<file path="config.mk">
export PLATFORM = sky130hd
export DESIGN_NAME = hazard_scoreboard
export DESIGN_NICKNAME = d
export VERILOG_FILES = /design/src/rtl/hazard_scoreboard.sv
export SDC_FILE = /design/constraint.sdc
export NUM_CORES = 1
export LEC_CHECK = 0
export ABC_AREA = 1
export BUFFER_PORTS_ARGS = -buffer_cell sky130_fd_sc_hd__clkbuf_2
export CAP_MARGIN = 20
export CORE_AREA = 4 4 125 175
export CTS_BUF_LIST = sky130_fd_sc_hd__clkbuf_8
export CTS_CLUSTER_SIZE = 8
export DETAILED_ROUTE_END_ITERATION = 10
export DIE_AREA = 0 0 129 179
export PLACE_DENSITY_LB_ADDON = 0.2
export SLEW_MARGIN = 20
export SYNTH_ARGS = -nofsm -noshare
export SYNTH_HDL_FRONTEND = slang
export SYNTH_SLANG_ARGS = --single-unit
</file>
<file path="constraint.sdc">
create_clock -name clk -period 2.72 [get_ports clk]
set_clock_uncertainty 0.05 [all_clocks]
set_input_delay 0.272 -clock clk [delete_from_list [all_inputs] [get_ports clk]]
set_output_delay 0.272 -clock clk [all_outputs]
set_load 0.1 [all_outputs]
</file>
<file path="src/rtl/hazard_scoreboard.sv">
// D-stage hazard/stall unit: per-register countdown of cycles until a pending
// write becomes forwardable, MDU occupancy counter and saturating stall counter.
module hazard_scoreboard #(
  parameter int NREG     = 32,
  parameter int AW       = 5,
  parameter int N_SRC    = 2,
  parameter int TW       = 3,
  parameter int MULT_LAT = 5,
  parameter int DIV_LAT  = 10,
  parameter int CNT_W    = 32
) (
  input  logic                clk,
  input  logic                reset,
  input  logic                hold,
  input  logic                flush,
  input  logic                d_valid,
  input  logic [N_SRC*AW-1:0] d_src,
  input  logic [N_SRC-1:0]    d_src_use,
  input  logic [N_SRC*TW-1:0] d_tuse,
  input  logic                d_we,
  input  logic [AW-1:0]       d_dst,
  input  logic [TW-1:0]       d_tnew,
  input  logic                d_md,
  input  logic                d_md_div,
  input  logic                d_mdu_use,
  output logic                stall,
  output logic [1:0]          stall_why,
  output logic                mdu_busy,
  output logic [CNT_W-1:0]    stall_count
);

  localparam int MAX_LAT = (DIV_LAT > MULT_LAT) ? DIV_LAT : MULT_LAT;
  localparam int MW      = $clog2(MAX_LAT + 1);
  localparam logic [MW-1:0] L_MULT = MW'(MULT_LAT);
  localparam logic [MW-1:0] L_DIV  = MW'(DIV_LAT);

  logic [TW-1:0]    r_sb [NREG];
  logic [MW-1:0]    r_mdu_cnt;
  logic [CNT_W-1:0] r_stall_count;

  logic w_reg_haz;
  logic w_mdu_haz;
  logic w_issue;
  logic w_load;

  // Handshake: the D instruction leaves D on a cycle with d_valid=1, stall=0,
  // hold=0 and flush=0; otherwise the front end keeps presenting it unchanged.
  always_comb begin
    w_reg_haz = 1'b0;
    for (int i = 0; i < N_SRC; i++) begin
      if (d_src_use[i] && (d_src[i*AW +: AW] != '0) &&
          (r_sb[d_src[i*AW +: AW]] > d_tuse[i*TW +: TW]))
        w_reg_haz = 1'b1;
    end
  end

  assign w_mdu_haz   = d_valid & d_mdu_use & (r_mdu_cnt != '0);
  assign stall       = d_valid & (w_reg_haz | w_mdu_haz);
  assign stall_why   = {w_mdu_haz, d_valid & w_reg_haz};
  assign mdu_busy    = (r_mdu_cnt != '0);
  assign stall_count = r_stall_count;

  assign w_issue = d_valid & ~stall & ~hold & ~flush;
  assign w_load  = w_issue & d_we & (d_dst != '0) & (d_tnew != '0);

  // A new load overrides the same-cycle decrement of its own entry.
  always_ff @(posedge clk or negedge reset) begin
    if (!reset) begin
      for (int r = 0; r < NREG; r++) r_sb[r] <= '0;
    end else if (!hold) begin
      for (int r = 0; r < NREG; r++) begin
        if (flush)
          r_sb[r] <= '0;
        else if (w_load && (d_dst == AW'(r)))
          r_sb[r] <= d_tnew;
        else if (r_sb[r] != '0)
          r_sb[r] <= r_sb[r] - 1'b1;
      end
    end
  end

  // A started MDU operation always completes, so flush does not touch it.
  always_ff @(posedge clk or negedge reset) begin
    if (!reset)
      r_mdu_cnt <= '0;
    else if (!hold) begin
      if (w_issue && d_md)
        r_mdu_cnt <= d_md_div ? L_DIV : L_MULT;
      else if (r_mdu_cnt != '0)
        r_mdu_cnt <= r_mdu_cnt - 1'b1;
    end
  end

  always_ff @(posedge clk or negedge reset) begin
    if (!reset)
      r_stall_count <= '0;
    else if (stall && !hold && (r_stall_count != '1))
      r_stall_count <= r_stall_count + 1'b1;
  end

endmodule

</file>
==> impl_results.md <==
* Number of enable flip-flop cells after synthesis at 0
* Starting Density at 57.0%
* Filler cell count in the final layout at 1,323
* Overall die height at 179 µm
* Critical path data arrival time at 2.98 ns
* Antenna viol nets, final at 0
* Peak Freq at 303 MHz
* Largest voltage drop on the vdd net at 0.474 mV
* Count of TritonRoute iterations in the first routing pass at 6
* Worst hold path stage count at 4
* Launching element type of the critical path: register
* Clock Sinks at 132
* Number of levels in the clock H-tree at 4
* Buffer type at the clock tree root: sky130_fd_sc_hd__clkbuf_8
* Final-layout worst hold slack at 0.0553 ns
* Worst reg-to-reg path cell count at 23
* Yosys Warn Count at 0
* Leading cell type in the layout, fill and taps excluded: sky130_fd_sc_hd__nand2_1
* Die area at 23,100 µm²
* Standard cell with the maximum stage delay on the critical path: sky130_fd_sc_hd__dfrtp_1
* Part of the cycle the worst path needs at 121%
* Type of the setup path with the least slack: reg -> out
* Core footprint at 20,300 µm²
* Die Width at 129 µm
* Detail Placement HPWL at 30,900 µm
* Transition time at the pin with the least slew margin at 0.743 ns
* Leak pwr at 7.96 nW
* End of the worst register-to-register path: r_sb[1]
* Register bit count reported by yosys at 132
* Via count of the first global-routing pass at 14.2k
* Total count of hold-check failures in the final report at 0
* Detail-routed via count per cell at 6.21
* Data required time of the worst path at 2.40 ns
* Post-Synthesis Mean Instance Area at 6.43 µm²
* Synth cell types at 37
* Number of inserted diodes at 0
* Maximum root-to-sink buffer count at 2
* Synthesis-to-layout area growth at 41.0%
* Count of endpoints failing setup in the final report at 131
* Placed Cells at 2,260
* Most frequent cells in the layout: sky130_fd_sc_hd__nand2_1, sky130_fd_sc_hd__buf_4, sky130_fd_sc_hd__inv_1
* Count of boundary I/O pins at 71
* Most common cell type on the critical path: sky130_fd_sc_hd__a21oi_1
* Crit-path max FO at 3
* Clk pin slew, worst setup/hold paths at 0.08 ns
* Violations in the final reports: setup timing
* Worst setup EP type: output pin
* Wire length of the first global-routing pass at 73,900 µm
* Worst-case setup margin in the final layout at -0.581 ns
* Initial antenna violation count at 0
* Max-cap violations at 0
* Number of core rows at 62
* Place WS at -0.741 ns
* WHS Endpoint: r_mdu_cnt[0]
* Worst hold path class: in -> reg
* Final max-slew violation count at 0
* Min cycle time layout at 3.30 ns
* Share of synthesized registers carrying an async set or reset at 100%
* Sequential area share after synthesis at 28.5%
* Start point of the worst hold path: d_md_div
* Pwr/cell area at 867 nW/µm²
* Final std cells w/o fill at 2,359
* Sum of routed wire length over all layers at 49,200 µm
* Number of input and output port buffers inserted at 70
* Setup slack, reg-to-reg at -0.58 ns
* Final Net Count at 2,197
* Most common flop cell mapped by yosys: sky130_fd_sc_hd__dfrtp_1
* Seq. cell area at 3300 µm²
* Slew headroom at 50.5%
* Post-synth net total at 1,908
* Outcome: complete, but fails checks
* Setup repair after global routing missed its margin: yes
* CTS tree: yes
* Reg2reg start: r_sb[4]
* Buf+Inv Stages, Crit Path at 5
* Crit path from: r_sb[4]
* Final weighted congestion of routability-driven global placement at 1.06
* Critical Path, Cell by Cell: o21ai_0 > a21oi_1 > a21oi_1 > a21oi_1 > o21ai_2 > a21oi_2 > ha_1 > nand3_2 > nand2_2 > inv_2 > nand3_2 > nand2_2 > buf_6 > nand2_8 > buf_6 > clkinvlp_4 > buf_12
* Family of cells with the greatest summed delay on the critical path: compound AO/OA/AOI/OAI gates
* Final-layout setup total negative slack at -54.63 ns
* Routed length per instance at 20.9 µm
* Iteration-0 DRC count of the detailed router at 1,228
* Post-Synthesis Cells at 1,801
* Footprint of the multi-input gates at 8130 µm²
* Netlist Area Pre-Place at 11,600 µm²
* Fraction of layout cells with a size suffix above 1 at 30.4%
* Biggest cell delay along the critical path at 0.39 ns
* Total gr overflow at 0
* Later-pin clock latency in the skew report at 0.49 ns
* Total routing usage reported by global routing at 41.7%
* Number of buffers created by CTS at 17
* Vias post-DR at 14.6k
* DRC violations left at 0
* Maximum number of pins on one net before global-route repair at 70
-- metrics by stage --
step	area [µm²]	total power, mW	utilization (%)
finish	16300	14.2	80.4
floorplan	11700	7.73	-
detailed placement	13800	10.5	67.7
CTS	15700	13.3	77.1
global placement	13800	10.3	67.7
global route	16300	15.1	80.4
-- power breakdown --
part           internal, mW  switching, mW
clock                  1.17          0.872
sequential             2.70          0.760
combinational          3.75           4.92
total                  7.61           6.55
-- worst max path at each step --
stage                                  to  cells after the start
after floorplan           stall_count[17]                     20
after global placement       r_mdu_cnt[2]                     22
after detailed placement     r_mdu_cnt[2]                     22
after CTS                    stall_why[0]                     18
after global routing              r_sb[1]                     23
final                        stall_why[0]                     17
-- logic make-up after synthesis --
kind of cell | synth area share [%]
xor+xnor | 2.34
fa+ha+maj | 7.78
simple gates | 34.5
flops | 28.5
buf+inv | 10.6
compound gates | 16.2
-- repair_timing --
item	CTS	global route
gates cloned	17	0
resized for setup	184	201
hold endpoints to repair	51	0
pin swaps	63	106
endpoints found under the setup margin	131	131
hold buffers	1	0
buffers inserted	36	19
-- flip-flops by register name (all words and copies together), names as in the netlist --
name	cells
r_mdu_cnt	4
stall_count	32
r_sb	96
-- layout make-up --
class	count	area share, %
Timing Repair Buffer	359	20.3
Sequential cell	132	20.2
Clock buffer	24	2.02
Tap cell	256	1.96
Inverter	205	4.86
Multi-Input combinational cell	1375	49.8
Clock inverter	8	0.873
-- worst min-delay path, delay by kind of cell --
| family | cells | cell delay, ns |
|---|---|---|
| AND/OR/NAND/NOR | 2 | 0.12 |
| buffers and inverters | 1 | 0.10 |
| AO/OA/AOI/OAI | 1 | 0.05 |
-- cells in the mapped netlist (2+ instances only) --
cell	n	area [µm²]
sky130_fd_sc_hd__nand3_1	75	375
sky130_fd_sc_hd__buf_6	8	90.1
sky130_fd_sc_hd__ha_1	72	901
sky130_fd_sc_hd__inv_2	6	22.5
sky130_fd_sc_hd__a31oi_1	4	25.0
sky130_fd_sc_hd__nor2_4	2	22.5
sky130_fd_sc_hd__nand2_1	521	1960
sky130_fd_sc_hd__nand3_2	24	240
sky130_fd_sc_hd__buf_4	10	75.1
sky130_fd_sc_hd__o21ai_0	174	871
sky130_fd_sc_hd__buf_2	15	75.1
sky130_fd_sc_hd__clkbuf_1	45	169
sky130_fd_sc_hd__o21ai_1	35	175
sky130_fd_sc_hd__nor2_1	159	597
sky130_fd_sc_hd__dfrtp_1	132	3300
sky130_fd_sc_hd__nor4_1	3	18.8
sky130_fd_sc_hd__nand3b_1	4	30.0
sky130_fd_sc_hd__xor2_1	25	219
sky130_fd_sc_hd__nand4_1	102	638
sky130_fd_sc_hd__nor3_1	13	65.1
sky130_fd_sc_hd__inv_1	193	724
sky130_fd_sc_hd__buf_1	13	48.8
sky130_fd_sc_hd__o211ai_1	9	67.6
sky130_fd_sc_hd__o21ai_2	8	70.1
sky130_fd_sc_hd__a21oi_1	127	636
sky130_fd_sc_hd__clkinv_1	5	18.8
sky130_fd_sc_hd__o22ai_1	2	12.5
sky130_fd_sc_hd__xnor2_1	6	52.6
-- metal layers --
layer	global-route usage, %	wire (µm)
met5	0	0
met1	45.4	16600
met2	67.9	22700
met3	9.27	4660
met4	35.6	5170
No activity file was read; power rests on OpenSTA's default activity.
